[src/rtl/fan_pkg.sv]
// fan_pkg: shared definitions for the fan subsystem.
//   - fan_state_e : measurement scheduler FSM states
//   - default clock / window / scale constants
//   - SLOT_W      : width of one packed RPM result slot
//   - sat_rpm()   : pulse count -> RPM, saturated to the slot width
package fan_pkg;

  typedef enum logic [2:0] {
    ST_IDLE,
    ST_SELECT,
    ST_SETTLE,
    ST_MEASURE,
    ST_STORE
  } fan_state_e;

  localparam int unsigned CLK_HZ            = 50_000_000;
  localparam int unsigned PULSES_PER_REV    = 2;
  localparam int unsigned DEF_WINDOW_CYCLES = 50_000_000;
  localparam int unsigned DEF_SETTLE_CYCLES = 1024;
  // RPM per counted pulse = 60 * f_clk / (window * pulses_per_rev)
  localparam int unsigned DEF_RPM_SCALE =
    int'((64'd60 * CLK_HZ) / (64'(DEF_WINDOW_CYCLES) * PULSES_PER_REV));
  localparam int unsigned SLOT_W = 16;

  // 16x16 product always fits in 32 bits; clamp to the slot width.
  function automatic logic [SLOT_W-1:0] sat_rpm(input logic [15:0] pulses,
                                                input logic [15:0] scale);
    logic [31:0] prod;
    prod = 32'(pulses) * 32'(scale);
    return (|prod[31:16]) ? 16'hFFFF : prod[15:0];
  endfunction

endpackage

[src/rtl/fan_tach_sync.sv]
// fan_tach_sync: W-bit two-flop synchronizer for raw asynchronous TACH pins.
//   clk     : destination clock
//   rstn    : async active-low reset (outputs clear to 0)
//   async_i : raw asynchronous inputs
//   sync_o  : inputs synchronized to clk (2-cycle latency)
module fan_tach_sync #(
  parameter int W = 4
) (
  input  logic         clk,
  input  logic         rstn,
  input  logic [W-1:0] async_i,
  output logic [W-1:0] sync_o
);

  logic [W-1:0] meta_q;
  logic [W-1:0] sync_q;

  always_ff @(posedge clk or negedge rstn) begin
    if (!rstn) begin
      meta_q <= '0;
      sync_q <= '0;
    end else begin
      meta_q <= async_i;
      sync_q <= meta_q;
    end
  end

  assign sync_o = sync_q;

endmodule

[src/rtl/fan_tach_scheduler.sv]
// fan_tach_scheduler: round-robin TACH measurement over N_FANS inputs with
// one shared pulse counter and RPM scaler.
//   clk, rstn  : clock, async active-low reset
//   tach       : raw asynchronous TACH pins
//   enable     : scan enable (level); dropping it aborts the current fan
//   fan_mask   : fans included in the scan, sampled at each channel select
//   stall_clr  : per-fan clear of the sticky stall flag (a set wins)
//   rpm_all    : packed 16-bit RPM per fan, fan i at [16i+15:16i]
//   rpm_valid  : one-cycle pulse when fan i's slot updates
//   stall      : sticky, fan measured zero pulses over a full window
//   scan_done  : one-cycle pulse when the highest enabled fan is stored
//   busy       : FSM not in IDLE
module fan_tach_scheduler
  import fan_pkg::*;
#(
  parameter int N_FANS        = 4,
  parameter int WINDOW_CYCLES = DEF_WINDOW_CYCLES,
  parameter int SETTLE_CYCLES = DEF_SETTLE_CYCLES,
  parameter int RPM_SCALE     = DEF_RPM_SCALE
) (
  input  logic                       clk,
  input  logic                       rstn,
  input  logic [N_FANS-1:0]          tach,
  input  logic                       enable,
  input  logic [N_FANS-1:0]          fan_mask,
  input  logic [N_FANS-1:0]          stall_clr,
  output logic [SLOT_W*N_FANS-1:0]   rpm_all,
  output logic [N_FANS-1:0]          rpm_valid,
  output logic [N_FANS-1:0]          stall,
  output logic                       scan_done,
  output logic                       busy
);

  localparam int CH_W = (N_FANS > 1) ? $clog2(N_FANS) : 1;

  fan_state_e state_q, state_d;
  logic [CH_W-1:0]   ch_q, ch_d;        // channel being measured
  logic [CH_W-1:0]   last_q, last_d;    // last channel actually stored
  logic [N_FANS-1:0] mask_q, mask_d;    // mask captured at SELECT
  logic [31:0]       cnt_q, cnt_d;      // settle / window cycle counter
  logic [15:0]       pulses_q, pulses_d;
  logic              prev_q, prev_d;    // edge-history bit
  logic              store;

  logic [N_FANS-1:0][SLOT_W-1:0] rpm_q;
  logic [N_FANS-1:0] rpm_valid_q, stall_q;
  logic              scan_done_q;

  logic [N_FANS-1:0] tach_s;
  logic              cur;
  logic              nxt_found;
  logic [CH_W-1:0]   nxt_ch, hi_ch, cand;

  fan_tach_sync #(.W(N_FANS)) u_sync (
    .clk     (clk),
    .rstn    (rstn),
    .async_i (tach),
    .sync_o  (tach_s)
  );

  assign cur = tach_s[ch_q];

  // Next set mask bit strictly after the last stored channel, wrapping.
  // last_q only moves on STORE, so an aborted channel is retried.
  always_comb begin
    nxt_found = 1'b0;
    nxt_ch    = '0;
    cand      = '0;
    for (int k = 1; k <= N_FANS; k++) begin
      cand = CH_W'((int'(last_q) + k) % N_FANS);
      if (!nxt_found && fan_mask[cand]) begin
        nxt_found = 1'b1;
        nxt_ch    = cand;
      end
    end
  end

  always_comb begin
    hi_ch = '0;
    for (int i = 0; i < N_FANS; i++)
      if (mask_q[i]) hi_ch = CH_W'(i);
  end

  always_comb begin
    state_d  = state_q;
    ch_d     = ch_q;
    last_d   = last_q;
    mask_d   = mask_q;
    cnt_d    = cnt_q;
    pulses_d = pulses_q;
    prev_d   = prev_q;
    store    = 1'b0;
    case (state_q)
      ST_IDLE:
        if (enable && |fan_mask) state_d = ST_SELECT;
      ST_SELECT:
        if (!enable || !nxt_found) state_d = ST_IDLE;
        else begin
          ch_d     = nxt_ch;
          mask_d   = fan_mask;
          cnt_d    = '0;
          pulses_d = '0;
          state_d  = ST_SETTLE;
        end
      ST_SETTLE:
        if (!enable) state_d = ST_IDLE;
        else if (cnt_q == 32'(SETTLE_CYCLES - 1)) begin
          cnt_d   = '0;
          prev_d  = cur;
          state_d = ST_MEASURE;
        end else cnt_d = cnt_q + 32'd1;
      ST_MEASURE:
        if (!enable) state_d = ST_IDLE;
        else begin
          prev_d = cur;
          if (prev_q && !cur && pulses_q != 16'hFFFF) pulses_d = pulses_q + 16'd1;
          if (cnt_q == 32'(WINDOW_CYCLES - 1)) state_d = ST_STORE;
          else cnt_d = cnt_q + 32'd1;
        end
      ST_STORE: begin
        store   = 1'b1;
        last_d  = ch_q;
        state_d = (enable && |fan_mask) ? ST_SELECT : ST_IDLE;
      end
      default: state_d = ST_IDLE;
    endcase
  end

  always_ff @(posedge clk or negedge rstn) begin
    if (!rstn) begin
      state_q  <= ST_IDLE;
      ch_q     <= '0;
      last_q   <= CH_W'(N_FANS - 1);
      mask_q   <= '0;
      cnt_q    <= '0;
      pulses_q <= '0;
      prev_q   <= 1'b0;
    end else begin
      state_q  <= state_d;
      ch_q     <= ch_d;
      last_q   <= last_d;
      mask_q   <= mask_d;
      cnt_q    <= cnt_d;
      pulses_q <= pulses_d;
      prev_q   <= prev_d;
    end
  end

  // Result registers; the stall set is written after the clear so it wins.
  always_ff @(posedge clk or negedge rstn) begin
    if (!rstn) begin
      rpm_q       <= '0;
      rpm_valid_q <= '0;
      stall_q     <= '0;
      scan_done_q <= 1'b0;
    end else begin
      rpm_valid_q <= '0;
      scan_done_q <= 1'b0;
      stall_q     <= stall_q & ~stall_clr;
      if (store) begin
        rpm_q[ch_q]       <= sat_rpm(pulses_q, 16'(RPM_SCALE));
        rpm_valid_q[ch_q] <= 1'b1;
        if (pulses_q == 16'd0) stall_q[ch_q] <= 1'b1;
        scan_done_q       <= (ch_q == hi_ch);
      end
    end
  end

  assign rpm_all   = rpm_q;
  assign rpm_valid = rpm_valid_q;
  assign stall     = stall_q;
  assign scan_done = scan_done_q;
  assign busy      = (state_q != ST_IDLE);

endmodule

[config.mk]
export PLATFORM = sky130hd
export DESIGN_NAME = fan_tach_scheduler
export DESIGN_NICKNAME = d
export VERILOG_FILES = /design/src/rtl/fan_pkg.sv /design/src/rtl/fan_tach_sync.sv /design/src/rtl/fan_tach_scheduler.sv
export SDC_FILE = /design/constraint.sdc
export NUM_CORES = 1
export LEC_CHECK = 0
export CORE_MARGIN = 5
export CORE_UTILIZATION = 31
export CTS_BUF_LIST = sky130_fd_sc_hd__clkbuf_8
export CTS_CLUSTER_SIZE = 25
export DETAILED_ROUTE_END_ITERATION = 10
export DONT_BUFFER_PORTS = 1
export SYNTH_ARGS = -nofsm -noshare
export SYNTH_HDL_FRONTEND = slang
export SYNTH_SLANG_ARGS = --single-unit
[constraint.sdc]
create_clock -name clk -period 3.9 [get_ports clk]
set_clock_uncertainty 0.2 [all_clocks]
set_input_delay 0.39 -clock clk [delete_from_list [all_inputs] [get_ports clk]]
set_output_delay 0.39 -clock clk [all_outputs]
set_load 0.01 [all_outputs]
# After elaboration in Yosys (flattened, before gate mapping)
# Index checks and enable logic that the tools add are counted.
# Widths: inputs -> output; s select.
# word_totals
reg_bits	141
inputBits	15
output_inout_bits	74
elab_cells	131
# classes
n_addsub	6
multipliers	1
n_lt_le_gt_ge	6
n_eq_ne	17
n_mux	54
n_bitwise	4
n_reduce_logical	27
# ops
operator	n
$mux 32	5
$pmux 32 s3	1
$mux 16	5
$bwmux 64	1
$add 32x1->32 const B	1
$demux 16 s2	1
$eq 32x10->1 const B	1
$eq 32x26->1 const B	1
$pmux 16 s2	1
$mul 16x4->20 const B	1
$mux 1	17
$add 16x1->16 const B	1
$logic_not 16->1	1
$ne 16x16->1 const B	1
$lt 2x3->1 const B	5
$mux 3	5
$pmux 3 s5	1
$mux 2	7
$ne 2x2->1 const B	7
$mux 4	3
$bmux 1 s2	5
$reduce_and 4->1	2
$logic_and 1x1->1	7
$eq 3x2->1 const B	2
other kinds (23)	33

# Longest topological paths before layout
# Gate-level depths: netlist of the first run.
# depth
ltp_word	17
ltp_mapped	14
ltp_nobuf	12

# Modules after synthesis
# A second synthesis of the first run with hierarchy kept.
# unflattened
cells_unflattened	855
area_unflattened_um2	8196.6
# modules_own_cells
module	n_inst	cells_per_inst	area_each_um2	seq_area_each_um2
fan_tach_scheduler	1	847	7996.4	3305.7
fan_tach_sync	1	8	200.2	200.2

# Worst setup path after synthesis of the first run
# Ideal clock, no wire load.
# synth_path
path_kind	register to register
startpoint	reg pulses_q[13]
endpoint	reg rpm_q (netlist bit rpm_all[10])
setup_time_ns	0.141
t_arrival_ns	3.948
required_ns	3.559
setup_slack_ns	-0.389
path_stages_with_launch	15
period_less_slack_ns	4.289
path_cell_list	dfrtp_1 > inv_1 > fa_1 > fa_1 > inv_1 > ha_1 > buf_2 > a21oi_1 > o21ai_1 > o21bai_1 > or4_1 > a32o_2 > nor4_4 > buf_6 > a31oi_1
# synth_via
elab_chain_len	4
# synth_rtl
element	line	text
start, declared	fan_tach_scheduler.sv:41	logic [15:0] pulses_q, pulses_d;
start signal, assigned	fan_tach_scheduler.sv:144	pulses_q <= pulses_d;
$mul 16x4->20	fan_pkg.sv:29	prod = 32'(pulses) * 32'(scale);
$reduce_or 5->1	fan_pkg.sv:30	return (|prod[31:16]) ? 16'hFFFF : prod[15:0];
$mux 16	fan_pkg.sv:30	
$bwmux 64	fan_tach_scheduler.sv:161	rpm_q[ch_q] <= sat_rpm(pulses_q, 16'(RPM_SCALE));
end signal, assigned by index	fan_tach_scheduler.sv:161	
end, declared	fan_tach_scheduler.sv:45	logic [N_FANS-1:0][SLOT_W-1:0] rpm_q;
# Every way passes these cells.
# A chain may end at the register's enable or synchronous reset.

# Worst setup path in the final report of the first run
# layout_path
startpoint	reg pulses_q[2]
endpoint	reg rpm_q (netlist bit rpm_all[52])
# layout_via
elab_chain_len	4
# layout_rtl
element	line
$mul 16x4->20 (*)	fan_pkg.sv:29
$reduce_or 5->1	fan_pkg.sv:30
$mux 16 (*)	fan_pkg.sv:30
$bwmux 64 (*)	fan_tach_scheduler.sv:161
# Mark *: on every way between the ends. The rest lies on a longest branch, timed or not.

==> run summary, run 1 <==
• 171 µm — die span in x
• 238 MHz — maximum clock frequency
• 0 — hold violation count in the final report
• 0 — antenna violations before repair
• 64 — total of endpoints with negative setup slack in the final report
• 53 — unique cell type count in the Yosys netlist
• flop — category of the worst setup path capture point
• dfrtp_1, fa_1, ha_1, nor2_1, a31oi_1 — Synth area leaders
• 20.6 mm — Total Wirelength
• 0.181 — met1 usage in global routing
• fan_mask[0] — min-delay src
• 4 — total number of H-tree levels
• fa_2 — CP dominant cell by count
• done — clock tree from TritonCTS
• 5.04 — routed vias/inst
• 0.00442 mm² — area occupied by multi-input gates
• 16.1 µm — Avg WL per Cell
• 14.1 mm — half-perimeter wire length of the detailed placement result
• met2 — grt peak-use layer
• 4.01 ns — Data required, critical path
• 0.213 — fraction of layout instances using a drive strength above 1
• 4.31 ns — data arrival at the endpoint of the critical path
• 0 — remaining global-route overflow
• finished, violations left — run status
• 939 — number of nets produced by synthesis
• 0 — EDFF count, synth
• 0.139 — Overall Global Routing Usage
• 0 — max cap viols
• fa_2 — worst-path cell with the longest stage delay
• rpm_all[52]$_DFFE_PN0P_ — R2R Path End
• 0.0387 ns — final hold slack
• 0 — number of slew-limit violations in the final report
• 0.431 — area share of the largest cell type after synthesis
• in2reg — worst min path class
• 4.58 nW — leakage component of the power
• 0.00801 mm² — post-synth design cell area
• ch_q[0]$_DFFE_PN0P_ — Hold Crit Endpoint
• dfrtp_1 — library cell with the largest summed area after synthesis
• dfrtp_1 — leading register cell type out of synthesis
• 89 — count of pins on the block boundary
• 6 — worst-path maximum fanout
• 0.0292 mm² — overall die area
• 33.3 mm — global-route wire length before repair
• flop — Setup crit start kind
• -0.30 ns — reg-to-reg slack, setup
• 0.236 — met2 capacity usage during global routing
• 0 — # DRC
• 171 µm — Die H
• clkbuf_8 — buffer type at the clock tree root
• 141 — maximum number of pins on one net before global-route repair
• 175 µV — Worst VDD drop
• 0.58 ns — Crit path largest cell delay
• 1.08 — final worst path period share
• 0 — number of diodes added for antenna fixing
• 1.00 — Synth async-reset ratio
• fa_2 -> fa_2 -> buf_4 -> fa_2 -> a211oi_2 -> o211ai_1 -> a31o_2 -> a211oi_4 -> xnor2_2 -> nor4_4 -> buf_6 -> buf_6 -> buf_16 -> a31oi_2 — chain of cells forming the critical path
• 6342 — number of global-route vias before repair
• 849 — cell count after synthesis
• 0.742 ns — slew of the pin with the lowest slew margin
• -0.296 ns — setup slack of the critical path after layout
• 9.43 µm² — Mapped Avg Cell Area
• yes — RSZ-0062 raised after global routing
• pulses_q[2]$_DFFE_PN0P_ — Crit. Startpoint
• 504 — starting DRC count in detailed routing
• 0.0328 — met3 layer usage reported by global route
• 140 — FF+latch count, synth
• 0 — number of synthesis warnings
• 3 — hold path cells
• 140 — clock sink count
• 0.827 — RePlAce Congestion
• 1033 — count of nets after finishing
• 0.438 — share of synthesized area occupied by flip-flops and latches
• 2 — number of buffers on the longest clock path
• 2449 — Filler Cells Inserted
• 0.00318 W — power consumption
• 0.0253 mm² — core box area
• 0.09 ns — Reg clk slew, reported paths
• 17 — number of buffers added by the clock tree synthesis step
• reg2reg — type of the setup path with the least slack
• pulses_q[2]$_DFFE_PN0P_ — startpoint of the lowest-slack register-to-register path
• 0.00351 mm² — Sequential Area
• 58 — Placement Rows
• setup timing — violated checks
• 6485 — total via count after detailed routing
• 14 — r2r worst-path depth
• 5 — Pre-antenna DRT Iters
• 0.316 — starting density of the core
• 25.1% — Area growth syn-to-layout
• 0 — Routed Antenna Nets
• 0 — Port Buffer Count
• 0.45 ns — clock latency on the worst-skew pair
• 0.502 — headroom to the max-slew limit
• 4.20 ns — shortest period the worst path allows
• 317 mW/mm² — total power per unit cell area
==> power by group <==
group          switching (W)  internal (W)  leakage (nW)  total, W
registers          0.0000542       0.00149          1.91   0.00154
logic               0.000251      0.000198          2.49  0.000449
clock network       0.000658      0.000524         0.181   0.00118
total               0.000964       0.00221          4.58   0.00318
==> critical path, delay by kind of cell (launching register included) <==
family / cells / cell delay, ns
flops: 1 / 0.45
compound gates: 5 / 1.01
simple gates: 1 / 0.29
fa+ha+maj: 3 / 1.38
buf+inv: 4 / 0.59
xor+xnor: 1 / 0.11
==> metal layers <==
metal  vias up  wire (µm)
met2       140      10100
met1      3164       9110
met4         0        227
li1       3163          -
met5         -          0
met3        18       1190
==> registers in the layout, summed over array words and instances (netlist names), 3 cells and up <==
| register | count |
|---|---|
| rpm_all | 64 |
| cnt_q | 32 |
| pulses_q | 16 |
| rpm_valid | 4 |
| stall | 4 |
| u_sync.meta_q | 4 |
| u_sync.sync_o | 4 |
| mask_q | 3 |
| state_q | 3 |
==> Yosys cell counts (3+ instances only) <==
cell type and instances:
nand4_1 19, or4_1 3, buf_1 3, fa_1 29, and3_1 8, and2_1 10
clkbuf_1 28, xor2_1 9, dfrtp_1 138, o31ai_1 8, or3_1 5, o22ai_1 5
inv_1 55, buf_6 4, xnor2_1 21, nor2_1 131, inv_2 4, nor3_1 8
mux2i_1 4, nand2_1 57, mux2_2 4, ha_1 46, buf_2 4, o211ai_1 7
o21ai_0 60, a21oi_1 37, nand3_1 29, nor2b_1 4, nor4_1 11, a31oi_1 66
==> kinds of logic (layout without fill, tap and decap cells) <==
kind of cell               Yosys count  count (layout)  synth area share
xor gates and xnor gates            30              30            0.0328
adders and majority gates           75              75             0.144
and+or+nand+nor                    295             295             0.172
muxes                                9               9            0.0134
buffers and inverters               98             205            0.0503
AOI/OAI and AO/OA                  202             202             0.150
DFF                                140             140             0.438
==> repair_timing <==
action / CTS / global route
setup endpoints to repair: 64 / 64
hold buffers: 14 / 0
gates cloned: 4 / 2
endpoints found under the hold margin: 154 / 0
pin swaps: 4 / 22
gates resized for setup: 18 / 25
setup buffers: 6 / 8
==> cell type report <==
class	count	area share
inverters	59	0.0236
repair buffers	114	0.105
well taps	330	0.0412
flip-flops and latches	140	0.350
multi-input cells	611	0.441
clock buffers	17	0.0234
clock inverters	15	0.0151
==> worst max path at each step <==
stage,end,cells past startpoint,slack [ns]
after floorplan,rpm_all[27]$_DFFE_PN0P_,14,-0.08
after global placement,rpm_all[43]$_DFFE_PN0P_,11,-0.14
after detailed placement,rpm_all[10]$_DFFE_PN0P_,11,-0.21
after CTS,rpm_all[33]$_DFFE_PN0P_,15,-0.14
after global routing,rpm_all[20]$_DFFE_PN0P_,14,-0.39
final,rpm_all[52]$_DFFE_PN0P_,14,-0.30
==> through the flow <==
stage                     setup TNS [ns]   util  instances  setup slack (ns)  cell area, µm²
final                             -12.30  0.396       1286            -0.296           10000
after global routing              -17.60  0.396       1286            -0.385           10000
after CTS                          -5.31  0.387       1278            -0.136            9790
after detailed placement           -9.16  0.356       1222            -0.206            9020
after global placement             -5.66  0.356       1222            -0.139            9020
after floorplan                    -2.98      -        849           -0.0812            8120
==> placed cells by master (no fill, tap or decap), types with 8 or more instances in the layout <==
cell type	count
ha_1	36
inv_2	12
dfrtp_1	135
xor2_1	9
buf_4	88
dlygate4sd3_1	13
o21ai_0	60
inv_1	41
nand2_1	56
a31oi_1	60
nand4_1	19
clkbuf_8	17
xnor2_1	19
and3_1	8
and2_1	10
nor4_1	11
fa_1	26
ha_4	9
a21oi_1	32
nor2_1	131
nand3_1	29
Note: power is estimated with default switching activity, not from simulation.
==> run 2: changes to the inputs <==
Settings changed: MAX_ROUTING_LAYER set to met4.
==> run 2 against run 1 <==
Net effect: the flow still finishes with violations (setup timing); combinational power about the same; highest routed layer unchanged; utilization decreased by 0.11 points; clock power hardly changed; hold slack about the same; largest power group unchanged; sequential share of layout area is 0.096 points higher; global-route usage is 0.45 points higher; largest cell class unchanged.
==> run summary, run 2 (same netlist as run 1, synthesis figures left out) <==
• finished, violations left — run status
• setup timing — violated checks
• 0.00999 mm² — Finished Cell Area
• 1222 — placed cell count
• 1.07 — final worst path period share
• 4.59 nW — leakage component of the power
• reg2reg — type of the setup path with the least slack
• 16.0 µm — Avg WL per Cell
• 0 — remaining global-route overflow
• 0.804 ns — slew of the pin with the lowest slew margin
• flop — category of the worst setup path capture point
• 4.00 ns — Data required, critical path
• 239 MHz — maximum clock frequency
• 171 µm — Die H
• 4 — total number of H-tree levels
• yes — RSZ-0062 raised after global routing
• 0.839 — RePlAce Congestion
• flop — Setup crit start kind
• 171 µm — die span in x
• 0.00318 W — power consumption
• 0.09 ns — Reg clk slew, reported paths
• 0.210 — fraction of layout instances using a drive strength above 1
• 20.6 mm — Total Wirelength
• 0.395 — share of the core filled with cells
• 0 — number of slew-limit violations in the final report
• 0.0387 ns — final hold slack
• 14.1 mm — half-perimeter wire length of the detailed placement result
• dfrtp_1, nor2_1, buf_4 — commonest cells after routing, fill and taps aside
• 2 — number of buffers on the longest clock path
• 175 µV — Worst VDD drop
• 1034 — count of nets after finishing
• 89 — count of pins on the block boundary
• 0.0292 mm² — overall die area
• 0 — # DRC
• 0 — hold violation count in the final report
• 0.316 — starting density of the core
• 1287 — final non-filler cell total
• 4.29 ns — data arrival at the endpoint of the critical path
• 0.00902 mm² — Area after DPL
• 458 — starting DRC count in detailed routing
• 17 — number of buffers added by the clock tree synthesis step
• dfrtp_1 — leading cell type in the layout, fill and taps excluded
• 0 — Port Buffer Count
• 0.45 ns — clock latency on the worst-skew pair
• 0 — number of diodes added for antenna fixing
• 64 — max FFs per register
• 5.08 — routed vias/inst
• -0.285 ns — setup slack of the critical path after layout
• 0.0253 mm² — core box area
• 24.7% — Area growth syn-to-layout
• 0 — max cap viols
• 6539 — total via count after detailed routing
• 318 mW/mm² — total power per unit cell area
• 4.18 ns — shortest period the worst path allows
• 64 — total of endpoints with negative setup slack in the final report
• in2reg — worst min path class
• clkbuf_8 — buffer type at the clock tree root
• 5 — Pre-antenna DRT Iters
• done — clock tree from TritonCTS
• 33.3 mm — global-route wire length before repair
• 5 — worst-path maximum fanout
• 141 — maximum number of pins on one net before global-route repair
• 0 — antenna violations before repair
• 6340 — number of global-route vias before repair
• 0.144 — Overall Global Routing Usage
• 58 — Placement Rows
• 0 — Routed Antenna Nets
• 0.464 — headroom to the max-slew limit
• 140 — clock sink count
[run 2: worst max-delay path, cell delays in order, from the launching register on]
cell,delay [ns]
dfrtp_2,0.45
fa_2,0.58
fa_2,0.46
buf_4,0.16
fa_2,0.34
a211oi_2,0.26
o211ai_1,0.18
a31o_2,0.26
a211oi_4,0.23
xnor2_2,0.11
nor4_4,0.29
buf_6,0.16
buf_4,0.12
clkbuf_16,0.13
a31oi_1,0.09
[run 2: repair_timing]
action | 4_1_cts | 5_1_grt
hold buffers | 14 | 0
setup endpoints to repair | 64 | 64
resized for setup | 18 | 20
setup buffers | 6 | 8
pin swaps | 4 | 22
gates cloned | 4 | 2
hold endpoints to repair | 154 | 0
[run 2: worst paths after layout]
kind	from	to	slack (ns)	depth (start not counted)
worst max-delay path	pulses_q[2]$_DFFE_PN0P_	rpm_all[42]$_DFFE_PN0P_	-0.28	14
worst min-delay path	fan_mask[0]	ch_q[0]$_DFFE_PN0P_	0.04	3
worst max register to register	pulses_q[2]$_DFFE_PN0P_	rpm_all[42]$_DFFE_PN0P_	-0.28	14
worst min register to register	u_sync.meta_q[0]$_DFF_PN0_	u_sync.sync_o[0]$_DFF_PN0_	0.16	0
max in group asynchronous	rstn	pulses_q[13]$_DFFE_PN0P_	2.46	2
min in group asynchronous	rstn	rpm_all[16]$_DFFE_PN0P_	0.28	2
[run 2: power by group]
| group | internal (W) | total, W | switching, W |
|---|---|---|---|
| registers | 0.00149 | 0.00154 | 0.0000536 |
| logic | 0.000204 | 0.000450 | 0.000246 |
| clock network | 0.000524 | 0.00119 | 0.000661 |
| total | 0.00222 | 0.00318 | 0.000961 |
[run 2: area by class of cell]
class / instances / area, µm²
Tap cell: 330 / 413
Sequential cell: 140 / 3510
Clock inverter: 15 / 151
Fill cell: 2450 / 15300
Multi-Input combinational cell: 611 / 4370
Inverter: 59 / 236
Clock buffer: 17 / 234
Timing Repair Buffer: 115 / 1080
[run 2: routing by layer]
metal	vias to the layer above	track usage	wire length, µm
li1	3163	-	-
met1	3199	0.182	9090
met2	155	0.236	10000
met3	22	0.0326	1210
met4	0	0.0337	269
met5	-	-	0
[run 2: per-stage QoR]
stage	setup TNS [ns]	setup WS, ns
floorplan	-2.98	-0.0812
global placement	-5.66	-0.139
detailed placement	-9.16	-0.206
CTS	-5.31	-0.136
global route	-17.81	-0.384
finish	-12.23	-0.285
==> run 3: changes to the inputs <==
Settings changed: MAX_ROUTING_LAYER met4 to not set, PLACE_DENSITY set to 0.55.
==> run 3 against run 2 <==
Net effect: final area down 2.5%; the run still ends with setup timing left; sequential cell count unchanged; largest power group unchanged; fmax up 4.0%.
==> run summary, run 3 (same netlist as run 1, synthesis figures left out) <==
• 4 — hold path cells
• in2reg — worst min path class
• 44 — worst-path maximum fanout
• 1.03 — final worst path period share
• 20.7 mm — Total Wirelength
• setup timing — violated checks
• 13 — r2r worst-path depth
• clkbuf_8 — buffer type at the clock tree root
• 0.00351 mm² — Sequential Area
• 4.97 — routed vias/inst
• 4.13 ns — data arrival at the endpoint of the critical path
• fan_mask[3] — min-delay src
• 0 — Routed Antenna Nets
• met4 — highest signal layer in the routed design
• 9.29 mm — met1 layer wirelength in the final routing
• 1.25 mm — routed wire length on met3
• adder cells — largest delay contributor family on the critical path
• 3 — Crit path buffers/inverters
• -0.122 ns — setup slack of the critical path after layout
• 0.10 ns — Reg clk slew, reported paths
• 0.186 — fraction of layout instances using a drive strength above 1
• 0.000946 W — switching pwr
• 140 — clock sink count
• 0.420 — clock group share of total power
• 0 — # DRC
• 58 — Placement Rows
• 9.94 mm — routed wl met2
• 341 mW/mm² — total power per unit cell area
• -0.12 ns — reg-to-reg slack, setup
• 0.00332 W — power consumption
• 0.0292 mm² — overall die area
• 0.54 ns — Crit path largest cell delay
• 0.142 — Overall Global Routing Usage
• 0 — max cap viols
• 0.00237 W — Power Internal
• ch_q[1]$_DFFE_PN0P_ — Hold Crit Endpoint
• 171 µm — die span in x
• 0.465 — relative contribution of sequential cells to total power
• 44 — total of endpoints with negative setup slack in the final report
• flop — category of the worst setup path capture point
• 141 — maximum number of pins on one net before global-route repair
• 0.45 ns — clock latency on the worst-skew pair
• pulses_q[2]$_DFFE_PN0P_ — startpoint of the lowest-slack register-to-register path
• dfrtp_1 — leading cell type in the layout, fill and taps excluded
• 0.516 — headroom to the max-slew limit
• 0.00430 mm² — area occupied by multi-input gates
• 528 — starting DRC count in detailed routing
• inv_2 -> fa_1 -> fa_1 -> inv_2 -> ha_4 -> o211ai_1 -> o21ai_2 -> nor4b_4 -> or4_1 -> a32o_2 -> nor4_4 -> buf_12 -> a31oi_1 — chain of cells forming the critical path
• 14.9 mm — half-perimeter wire length of the detailed placement result
• -4.16 ns — setup_tns
• 5 — Pre-antenna DRT Iters
• 0 — hold violation count in the final report
• 0 — remaining global-route overflow
• 21.6% — Area growth syn-to-layout
• 249 MHz — maximum clock frequency
• 4 — total number of H-tree levels
• 0.726 ns — slew of the pin with the lowest slew margin
• 181 µV — Worst VDD drop
• fa_1 — worst-path cell with the longest stage delay
• 2541 — Filler Cells Inserted
• finished, violations left — run status
• reg2reg — type of the setup path with the least slack
• 0 — number of diodes added for antenna fixing
• 4.49 nW — leakage component of the power
• 6302 — total via count after detailed routing
• 2 — number of buffers on the longest clock path
• 0 — antenna violations before repair
• 0 — Port Buffer Count
• done — clock tree from TritonCTS
• 0.316 — starting density of the core
• 0 — Post-CTS Repair Setup Buffers
• flop — Setup crit start kind
• dfrtp_1, nor2_1, buf_4 — commonest cells after routing, fill and taps aside
• -0.241 ns — placement-stage worst setup slack
• 16.3 µm — Avg WL per Cell
• 0.851 — RePlAce Congestion
• 0 — number of slew-limit violations in the final report
• 4.00 ns — Data required, critical path
• rpm_all[12]$_DFFE_PN0P_ — R2R Path End
• 33.5 mm — global-route wire length before repair
• 4.02 ns — shortest period the worst path allows
• 6309 — number of global-route vias before repair
• 1016 — count of nets after finishing
• 171 µm — Die H
• 0.0253 mm² — core box area
• 0.116 — portion of total power attributed to combinational logic
• 64 — max FFs per register
• 0.285 — sw frac
• 89 — count of pins on the block boundary
• yes — RSZ-0062 raised after global routing
• 17 — number of buffers added by the clock tree synthesis step
run 3: cell types whose count changed in the layout (fill, tap and decap cells not counted), moves of 3 or more:
cell,previous run,this run
inv_2,12,15
bufinv_16,1,4
buf_4,89,77
buf_16,5,1
inv_4,6,3
ha_1,36,39
run 3: how the worst max path moves through the flow:
stage | depth (start not counted) | start | end | slack [ns]
after global routing | 13 | pulses_q[1]$_DFFE_PN0P_ | rpm_all[12]$_DFFE_PN0P_ | -0.32
final | 13 | pulses_q[2]$_DFFE_PN0P_ | rpm_all[12]$_DFFE_PN0P_ | -0.12
after detailed placement | 11 | pulses_q[0]$_DFFE_PN0P_ | rpm_all[29]$_DFFE_PN0P_ | -0.24
after global placement | 11 | pulses_q[0]$_DFFE_PN0P_ | rpm_all[45]$_DFFE_PN0P_ | -0.16
after CTS | 13 | pulses_q[1]$_DFFE_PN0P_ | rpm_all[33]$_DFFE_PN0P_ | -0.13
after floorplan | 14 | pulses_q[13]$_DFFE_PN0P_ | rpm_all[27]$_DFFE_PN0P_ | -0.08
run 3: worst reg2reg max path: stages (launching register included):
cell	delay (ns)
dfrtp_1	0.43
inv_2	0.11
fa_1	0.44
fa_1	0.54
inv_2	0.05
ha_4	0.22
o211ai_1	0.24
o21ai_2	0.10
nor4b_4	0.15
or4_1	0.50
a32o_2	0.32
nor4_4	0.20
buf_12	0.26
a31oi_1	0.13
run 3: layout make-up:
cell class	instances	area share
Clock buffer	18	0.0254
Clock inverter	14	0.0212
Timing Repair Buffer	97	0.0864
Inverter	59	0.0235
Tap cell	330	0.0424
Sequential cell	140	0.360
Multi-Input combinational cell	611	0.441
run 3: power groups by stage:
stage | logic [W] | registers, W | clock network [W]
3_3_place_gp | 0.000323 | 0.00157 | 0
2_1_floorplan | 0.000240 | 0.00154 | 0
4_1_cts | 0.000378 | 0.00154 | 0.00143
5_1_grt | 0.000428 | 0.00155 | 0.00149
3_5_place_dp | 0.000325 | 0.00157 | 0
6_report | 0.000384 | 0.00154 | 0.00139
run 3: layer usage:
layer | vias up | track usage
met2 | 150 | 0.238
met3 | 13 | 0.0354
met5 | - | 0
li1 | 3117 | -
met4 | 0 | 0.0337
met1 | 3022 | 0.185
run 3: repair_timing:
action,CTS,global route
setup endpoints to repair,64,64
endpoints found under the hold margin,154,0
gates resized for setup,8,7
pin swaps,0,1
gates cloned,0,2
hold buffers,15,0
run 3: through the flow:
step / util / area (µm²) / hold slack, ns / instances
after floorplan: - / 8120 / -0.106 / 849
after global placement: 0.356 / 9010 / -0.102 / 1220
after detailed placement: 0.356 / 9010 / -0.102 / 1220
after CTS: 0.382 / 9670 / 0.0118 / 1267
after global routing: 0.385 / 9740 / 0.0446 / 1269
final: 0.385 / 9740 / 0.0478 / 1269
